--- config.mk ---
export PLATFORM = sky130hd
export DESIGN_NAME = dcache_port_arbiter
export DESIGN_NICKNAME = d
export VERILOG_FILES = /design/src/rtl/dcache_port_arbiter.sv
export SDC_FILE = /design/constraint.sdc
export NUM_CORES = 1
export LEC_CHECK = 0
export ABC_AREA = 1
export CAP_MARGIN = 20
export CORE_AREA = 3 3 160 162
export DETAILED_ROUTE_END_ITERATION = 8
export DIE_AREA = 0 0 163 165
export GPL_TIMING_DRIVEN = 1
export PLACE_DENSITY = 0.7
export SYNTH_ARGS = -nofsm -noshare
export SYNTH_HDL_FRONTEND = slang
export SYNTH_SLANG_ARGS = --single-unit
--- constraint.sdc ---
create_clock -name clock -period 3.35 [get_ports clock]
set_input_delay 1.005 -clock clock [delete_from_list [all_inputs] [get_ports clock]]
set_output_delay 1.005 -clock clock [all_outputs]
set_load 0.03 [all_outputs]
--- src/rtl/dcache_port_arbiter.sv ---
// dcache_port_arbiter: shares the single Dcache request port between NUM_LD
// load units and one store unit. One grant is held until Dcache_finish; the
// finish is routed back to the granted unit only.
// Optional build macro DCACHE_ARB_STARVE_GUARD_EN: after STARVE_LIMIT
// consecutive store grants with a load waiting, loads win the next arbitration.
module dcache_port_arbiter #(
    parameter int NUM_LD       = 2,
    parameter int STARVE_LIMIT = 4,
    parameter int XLEN         = 32
) (
    input  logic                   clock,
    input  logic                   reset,
    input  logic [2*NUM_LD-1:0]    ld_command,
    input  logic [XLEN*NUM_LD-1:0] ld_addr,
    input  logic [3*NUM_LD-1:0]    ld_mem_size,
    input  logic [1:0]             st_command,
    input  logic [XLEN-1:0]        st_addr,
    input  logic [63:0]            st_data,
    input  logic [2:0]             st_mem_size,
    input  logic [63:0]            Dcache2proc_data,
    input  logic                   Dcache_finish,
    output logic [1:0]             proc2Dcache_command,
    output logic [XLEN-1:0]        proc2Dcache_addr,
    output logic [63:0]            proc2Dcache_data,
    output logic [2:0]             proc2Dcache_size,
    output logic [NUM_LD-1:0]      ld_finish,
    output logic [63:0]            ld_data,
    output logic                   st_finish,
    output logic                   arb_busy
);

    localparam logic [1:0] BUS_NONE  = 2'h0;
    localparam logic [1:0] BUS_LOAD  = 2'h1;
    localparam logic [1:0] BUS_STORE = 2'h2;
    localparam int RRW = (NUM_LD > 1) ? $clog2(NUM_LD) : 1;

    typedef enum logic {IDLE = 1'b0, BUSY = 1'b1} state_e;

    state_e          state_q, state_d;
    logic            own_st_q, own_st_d;
    logic [RRW-1:0]  own_ld_q, own_ld_d;
    logic [RRW-1:0]  rr_q, rr_d;
    logic            flush_q;
    logic [1:0]      lat_cmd_q, lat_cmd_d;
    logic [XLEN-1:0] lat_addr_q, lat_addr_d;
    logic [63:0]     lat_data_q, lat_data_d;
    logic [2:0]      lat_size_q, lat_size_d;

    logic [NUM_LD-1:0] ld_req;
    logic              st_req;
    logic              ld_found;
    logic [RRW-1:0]    ld_win;
    logic              ld_first;
    logic              win_st, win_ld;
    logic              sel_st;
    logic [RRW-1:0]    sel_ld;
    logic              cur_req;
    logic [1:0]        cur_cmd;
    logic [XLEN-1:0]   cur_addr;
    logic [63:0]       cur_data;
    logic [2:0]        cur_size;

`ifdef DCACHE_ARB_STARVE_GUARD_EN
    localparam int SW = $clog2(STARVE_LIMIT + 1);
    logic [SW-1:0] starve_q, starve_d;
    assign ld_first = (starve_q == SW'(STARVE_LIMIT));
`else
    // Store always wins; STARVE_LIMIT has no effect in this build.
    assign ld_first = (STARVE_LIMIT < 0);
`endif

    // Request decode and round-robin load pick starting at rr_q.
    always_comb begin
        st_req   = (st_command == BUS_STORE);
        ld_req   = '0;
        ld_found = 1'b0;
        ld_win   = rr_q;
        for (int i = 0; i < NUM_LD; i++)
            ld_req[i] = (ld_command[2*i +: 2] == BUS_LOAD);
        for (int k = 0; k < NUM_LD; k++) begin
            if (!ld_found && ld_req[(int'(rr_q) + k) % NUM_LD]) begin
                ld_found = 1'b1;
                ld_win   = RRW'((int'(rr_q) + k) % NUM_LD);
            end
        end
    end

    assign win_st = st_req && !(ld_first && ld_found);
    assign win_ld = ld_found && !win_st;

    // Fields of the unit currently selected: the winner in IDLE, the owner in BUSY.
    always_comb begin
        sel_st   = (state_q == BUSY) ? own_st_q : win_st;
        sel_ld   = (state_q == BUSY) ? own_ld_q : ld_win;
        cur_req  = sel_st ? st_req      : ld_req[sel_ld];
        cur_cmd  = sel_st ? st_command  : ld_command[2*int'(sel_ld) +: 2];
        cur_addr = sel_st ? st_addr     : ld_addr[XLEN*int'(sel_ld) +: XLEN];
        cur_data = sel_st ? st_data     : 64'd0;
        cur_size = sel_st ? st_mem_size : ld_mem_size[3*int'(sel_ld) +: 3];
    end

    // Next state, Dcache drive and finish routing; a cycle right after reset is fully masked.
    always_comb begin
        state_d             = state_q;
        own_st_d            = own_st_q;
        own_ld_d            = own_ld_q;
        rr_d                = rr_q;
        lat_cmd_d           = lat_cmd_q;
        lat_addr_d          = lat_addr_q;
        lat_data_d          = lat_data_q;
        lat_size_d          = lat_size_q;
        proc2Dcache_command = BUS_NONE;
        proc2Dcache_addr    = '0;
        proc2Dcache_data    = '0;
        proc2Dcache_size    = '0;
        ld_finish           = '0;
        st_finish           = 1'b0;
        arb_busy            = (state_q == BUSY);
        ld_data             = flush_q ? 64'd0 : Dcache2proc_data;
`ifdef DCACHE_ARB_STARVE_GUARD_EN
        starve_d            = starve_q;
`endif
        if (flush_q) begin
            state_d  = IDLE;
            arb_busy = 1'b0;
        end else if (state_q == IDLE) begin
            if (win_st || win_ld) begin
                proc2Dcache_command = cur_cmd;
                proc2Dcache_addr    = cur_addr;
                proc2Dcache_data    = cur_data;
                proc2Dcache_size    = cur_size;
`ifdef DCACHE_ARB_STARVE_GUARD_EN
                if (win_st && !ld_found)
                    starve_d = '0;
                else if (win_st && !ld_first)
                    starve_d = starve_q + 1'b1;
                else if (win_ld)
                    starve_d = '0;
`endif
                if (!Dcache_finish) begin
                    state_d    = BUSY;
                    own_st_d   = win_st;
                    own_ld_d   = ld_win;
                    lat_cmd_d  = cur_cmd;
                    lat_addr_d = cur_addr;
                    lat_data_d = cur_data;
                    lat_size_d = cur_size;
                end
            end
        end else begin
            // Owner squashed its request: keep presenting what the Dcache already accepted.
            if (cur_req) begin
                proc2Dcache_command = cur_cmd;
                proc2Dcache_addr    = cur_addr;
                proc2Dcache_data    = cur_data;
                proc2Dcache_size    = cur_size;
                lat_cmd_d           = cur_cmd;
                lat_addr_d          = cur_addr;
                lat_data_d          = cur_data;
                lat_size_d          = cur_size;
            end else begin
                proc2Dcache_command = lat_cmd_q;
                proc2Dcache_addr    = lat_addr_q;
                proc2Dcache_data    = lat_data_q;
                proc2Dcache_size    = lat_size_q;
            end
            if (Dcache_finish)
                state_d = IDLE;
        end
        // Completion: either a single-cycle hit in IDLE or the end of a BUSY hold.
        if (!flush_q && Dcache_finish && ((state_q == BUSY) || win_st || win_ld)) begin
            if (sel_st) begin
                st_finish = 1'b1;
            end else begin
                ld_finish[sel_ld] = 1'b1;
                rr_d = (int'(sel_ld) == NUM_LD - 1) ? '0 : sel_ld + 1'b1;
            end
        end
    end

    // State, owner, round-robin pointer and latched request registers.
    always_ff @(posedge clock) begin
        if (reset) begin
            state_q    <= IDLE;
            own_st_q   <= 1'b0;
            own_ld_q   <= '0;
            rr_q       <= '0;
            flush_q    <= 1'b1;
            lat_cmd_q  <= BUS_NONE;
            lat_addr_q <= '0;
            lat_data_q <= '0;
            lat_size_q <= '0;
`ifdef DCACHE_ARB_STARVE_GUARD_EN
            starve_q   <= '0;
`endif
        end else begin
            state_q    <= state_d;
            own_st_q   <= own_st_d;
            own_ld_q   <= own_ld_d;
            rr_q       <= rr_d;
            flush_q    <= 1'b0;
            lat_cmd_q  <= lat_cmd_d;
            lat_addr_q <= lat_addr_d;
            lat_data_q <= lat_data_d;
            lat_size_q <= lat_size_d;
`ifdef DCACHE_ARB_STARVE_GUARD_EN
            starve_q   <= starve_d;
`endif
        end
    end

endmodule

-- Word level (Yosys, flattened, before mapping)
Cells that the tools add are included.
W data, S select, Z words.
- register bits: 106
- bits in latches: 0
- memory bits (writable): 0
- memory bits (read-only): 0
- input port bits: 242
- word-level logic and storage cells: 102
- memories: 0
- add/subtract/negate cells: 2
- multiply operators: 1
- divide/modulo/power cells: 0
- $lt $le $gt $ge: 4
- eq/ne operators: 4
- shift-type cells: 3
- multiplexer cells: 58
- bitwise gates (word level): 5
- reductions and logical operators: 16
- operators with widths (operator ; number):
    $mux W64 ; 9
    $mux W32 ; 8
    $shiftx A64 B7 Y32 ; 1
    $mux W3 ; 8
    $mux W1 ; 22
    $mux W2 ; 10
    $shiftx A6 B4 Y3 ; 1
    $logic_and A1 B1 Y1 ; 5
    $eq A2 B1 Y1 const B ; 2
    $lt A1 B2 Y1 const B ; 2
    $not A1 Y1 ; 4
    $reduce_and A4 Y1 ; 1
    $shiftx A4 B3 Y2 ; 1
    $logic_not A1 Y1 ; 3
    $logic_or A1 B1 Y1 ; 3
    $lt A2 B3 Y1 const B ; 1
    $mul A2 B1 Y3 const A ; 1
    $reduce_and A3 Y1 ; 1
    $add A1 B1 Y1 const B ; 2
    $eq A2 B2 Y1 const B ; 1
    $ne A2 B1 Y1 const B ; 1
    $reduce_and A2 Y1 ; 1
    $reduce_bool A2 Y1 ; 1
    $reduce_or A2 Y1 ; 1
    3 further kinds ; 3

-- Logic depth before layout (Yosys ltp)
- word-level depth: 14
- mapped depth: 14
- depth with buffers taken out: 13

-- Least setup slack after synthesis
Ideal clock, no wire load.
- path kind: input -> output
- from: input port ld_command[3]
- to: output port proc2Dcache_addr[23]
- arrival time: 2547 ps
- data required time: 2345 ps
- path slack: -202 ps
- stages on the path: 11
- cell sequence: inv_2 -> nand2_1 -> nand2_1 -> nand3_4 -> nand2_2 -> buf_2 -> buf_2 -> nand3_1 -> nand3_1 -> nand2_1 -> a21oi_1
- word-level cells in the longest chain between the ends: 14
- elaborated cells on any way between the ends: 23
- those cells by class: eq/ne: 1; shift: 1; mux: 17; reduce/logical: 4
- RTL lines (item ; RTL line ; source):
    from (decl) ; 13 ; input logic [2*NUM_LD-1:0] ld_command,
    $eq A2 B1 Y1 * ; 79 ; ld_req[i] = (ld_command[2*i +: 2] == BUS_LOAD);
    parallel branches: the longest is 11 deep, another holds $shiftx A64 B7 Y32 ; - ;
    $mux W32 * ; 126 ; end else if (state_q == IDLE) begin
    $mux W32 * ; 123 ; if (flush_q) begin
    to (decl) ; 23 ; output logic [XLEN-1:0] proc2Dcache_addr,
Mark *: on every way between the ends. The select of a mux whose other input is x is not followed.

-- Final worst setup path
- from: input port st_command[0]
- to: output port proc2Dcache_data[26]
- word-level cells in the longest chain between the ends: 7
- elaborated cells on any way between the ends: 11
- those cells by class: eq/ne: 1; mux: 7; reduce/logical: 3
- RTL lines (item ; RTL line ; source):
    from (decl) ; 16 ; input logic [1:0] st_command,
    $eq A2 B2 Y1 * ; 74 ; st_req = (st_command == BUS_STORE);
    $logic_not A1 Y1 ; 89 ; assign win_ld = ld_found && !win_st;
    $logic_and A1 B1 Y1 ; 89 ;
    $logic_or A1 B1 Y1 ; 127 ; if (win_st || win_ld) begin
    $mux W64 ; 127 ;
    $mux W64 * ; 126 ;
    $mux W64 * ; 123 ;
    to (decl) ; 24 ; output logic [63:0] proc2Dcache_data,
Mark *: on every way between the ends. The rest lies on a longest branch, timed or not.

==> impl_metrics.yaml <==
outcome:
  status: "finished, violations left"
  failed_checks: "negative setup slack"
logic_synthesis:
  synth.ff_latch_count: 106
  count_of_flip_flops_with_a_built_in_enable_after_synthesis: 0
  postSynthNetCount: 1769
  async_reset_ff_share_pct: 0
  syn_area_um2: 8500
  synth.yosys.warnings: 0
  synth_top_cells_by_count: "nand2_1 (353), a21oi_1 (236), inv_1 (209), nand3_1 (209), dfxtp_1 (106)"
  syn-mean-instance-area_um2: 5.57
  synth_cells: 1527
  synth_largest_type_area_fraction_pct: 25.0
  yosys-top-cells-area: "dfxtp_1 (25%), nand2_1 (16%), a21oi_1 (14%)"
  synth.largest_area_cell: "dfxtp_1"
  ys_dominant_reg_cell: "dfxtp_1"
  synth-seq-area-share_pct: 25.0
  yosys.cell_types.count: 24
  most_frequent_cell_after_synthesis: "nand2_1"
finish:
  syn_to_final_growth_pct: 103
  post-route-cell-area_um2: 17200
  post-route-util_pct: 71.1
  finish.net_count: 2236
  final_layout_size_suffix_gt1_share_pct: 30.7
clock_tree:
  clock_tree_from_tritoncts: "built"
  cts_inserted_buffers: 9
  deepest_clock_path_buffer_count: 2
  tritoncts_num_sinks: 106
  clk_pin_slew_ns: 0.07
  ctsRootBufferMaster: "clkbuf_16"
  insertion_delay_of_the_later_clocked_pin_in_the_worst_skew_pair_ns: 0.35
  ctsHtreeMaxLevel: 3
power:
  p_switching_mw: 2.00
  combinationalPowerShare_pct: 50.6
  seq_power_share_pct: 27.3
  vdd_ir_drop_max_mv: 0.226
  design_power_total_mw: 5.19
  power.switching_fraction_pct: 38.6
  intPower_mw: 3.19
  clock_power_share_pct: 22.2
  leakage_nw: 7.31
  power-per-cell-area_nw_per_um2: 301
floorplanning:
  die_w_um: 163
  core_area_um2: 24200
  placementRows: 57
  die_area_um2: 26900
  initial_utilization_pct: 35.1
  design.portCount: 411
  die_h_um: 165
sta:
  worst_slew_pin_slew_ns: 0.959
  final_critical_path_setup_slack_ns: -0.293
  drv_slew: 0
  worst_slew_margin_rel_pct: 36.0
  setup_viol: 101
  min_period_ns: 3.64
  finalHoldWorstSlack_ns: 0.475
  rsz0062_at_grt: "true"
  timing.clock.skew_ns: 0.00765
  report.final.hold_viol_count: 0
  max_freq_mhz: 274
  post-route-period-util_pct: 109
setup_path:
  reg2reg_setup_slack_ns: 0.42
  critical_path_peak_fanout: 13
  cp_data_required_time_ns: 2.34
  reg2reg_from: "state_q"
  worst_setup_path_endpoint: "proc2Dcache_data[26]"
  crit_type: "input port to primary output"
  type_of_origin_of_the_critical_path: "input port"
  crit_arrival_ns: 2.64
  worst_r2r_path_depth: 18
  r2r_path_end: "lat_addr_q[31]"
  critical_path.endpoint_type: "primary output"
  crit_start: "st_command[0]"
detailed_routing:
  wire_per_inst_um: 18.0
  vias_per_cell: 5.34
  detailed_route_iter0_violations: 1036
  antenna_violating_nets_post_route: 0
  postRouteWirelength_um: 41800
  drt-pass1-iter-count: 6
  detailroute.via_count: 12406
  drcViolationCount: 0
flow_run:
  maxCapViolations: 0
place:
  dp_hpwl_um: 26800
  post_dp_cell_area_um2: 14700
  place.port_buffers: 410
  gpl.final_weighted_congestion: 0.847
global_route:
  grt_overflow_total: 0
  grt_first_pass_wirelength_um: 62200
  globalRouteTotalUtil_pct: 28.6
  antenna_found_initial: 2
  pin_count_of_the_biggest_net_entering_global_routing: 70
  number_of_global_route_vias_before_repair: 11802
hold_path:
  class_of_the_worst_hold_path: "register to register"
[power by group through the flow]
stage | combinational, mW | sequential, mW | clock, mW
floorplan | 1.13 | 1.42 | 0
global placement | 2.05 | 1.43 | 0
detailed placement | 2.08 | 1.44 | 0
CTS | 2.42 | 1.41 | 1.17
global route | 2.79 | 1.43 | 1.21
finish | 2.62 | 1.42 | 1.15
[per-stage QoR]
| stage | setup WS, ns | std cells | setup TNS (ns) |
|---|---|---|---|
| after floorplan | -0.0976 | 1527 | -0.352 |
| after global placement | -0.757 | 2250 | -72.08 |
| after detailed placement | -0.788 | 2250 | -75.25 |
| after CTS | -0.277 | 2311 | -23.23 |
| after global routing | -0.387 | 2325 | -31.27 |
| final | -0.293 | 2325 | -23.04 |
[layout make-up]
class | instances | area, um2
Multi-Input combinational cell | 1070 | 7070
Fill cell | 1915 | 7020
Timing Repair Buffer | 590 | 6480
Sequential cell | 106 | 2130
Inverter | 217 | 831
Tap cell | 324 | 405
Clock buffer | 13 | 260
Clock inverter | 3 | 46.3
Antenna cell | 2 | 5.00
[cell usage in the layout (no fill, tap or decap), types with 41 or more instances in the layout]
cell             instances
buf_12                  52
buf_4                  138
buf_6                   89
clkdlybuf4s50_1        286
nand4_1                 71
o21ai_0                 89
a21oi_4                 92
nor2_1                  77
inv_1                  204
nand2_2                 41
nand2_1                276
dfxtp_1                104
a21oi_1                134
nand3_2                 71
nand3_1                121
[critical path, stage by stage]
cell	delay (ns)
buf_8	0.10
nor2_4	0.12
nand2_2	0.08
nand2_4	0.11
inv_6	0.06
nand4_4	0.11
nand3_4	0.13
buf_12	0.18
buf_16	0.16
nand2_1	0.07
nand3_1	0.14
a21oi_4	0.19
buf_6	0.15
[routing by layer]
metal | track usage [%] | wire length, um
met4 | 9.96 | 1120
met2 | 48.0 | 20800
met1 | 36.3 | 16300
met5 | 0 | 0
met3 | 6.07 | 3620
[logic make-up (layout without fill, tap and decap cells)]
group                  after synthesis  in the layout  synth area share, %
and+or+nand+nor                    732            732                 38.3
AOI/OAI and AO/OA                  338            338                 19.9
buffers and inverters              351            823                 16.8
DFF                                106            106                 25.0
other                                0              2                    0
[worst min path at each step]
stage,from,cells after the start,to,slack [ns]
global placement,own_st_q,2,own_st_q,0.45
CTS,own_ld_q,2,own_ld_q,0.47
finish,own_st_q,2,own_st_q,0.48
detailed placement,own_st_q,2,own_st_q,0.46
floorplan,own_st_q,2,own_st_q,0.43
global route,own_ld_q,2,own_ld_q,0.49
[state kept, by name, indices dropped and copies added, names as in the netlist]
register and flops:
lat_cmd_q 2, lat_addr_q 32, lat_size_q 3, state_q 1, lat_data_q 64, rr_q 1, own_st_q 1, own_ld_q 1
flush_q 1
[what timing repair did]
action / in CTS / in global routing
setup endpoints to repair: 104 / 110
hold buffers: 0 / 0
cloned: 10 / 3
endpoints found under the hold margin: 0 / 0
pin swaps: 63 / 76
buffers inserted: 36 / 13
resized for setup: 272 / 123
Power figures use the tool's default switching activity.
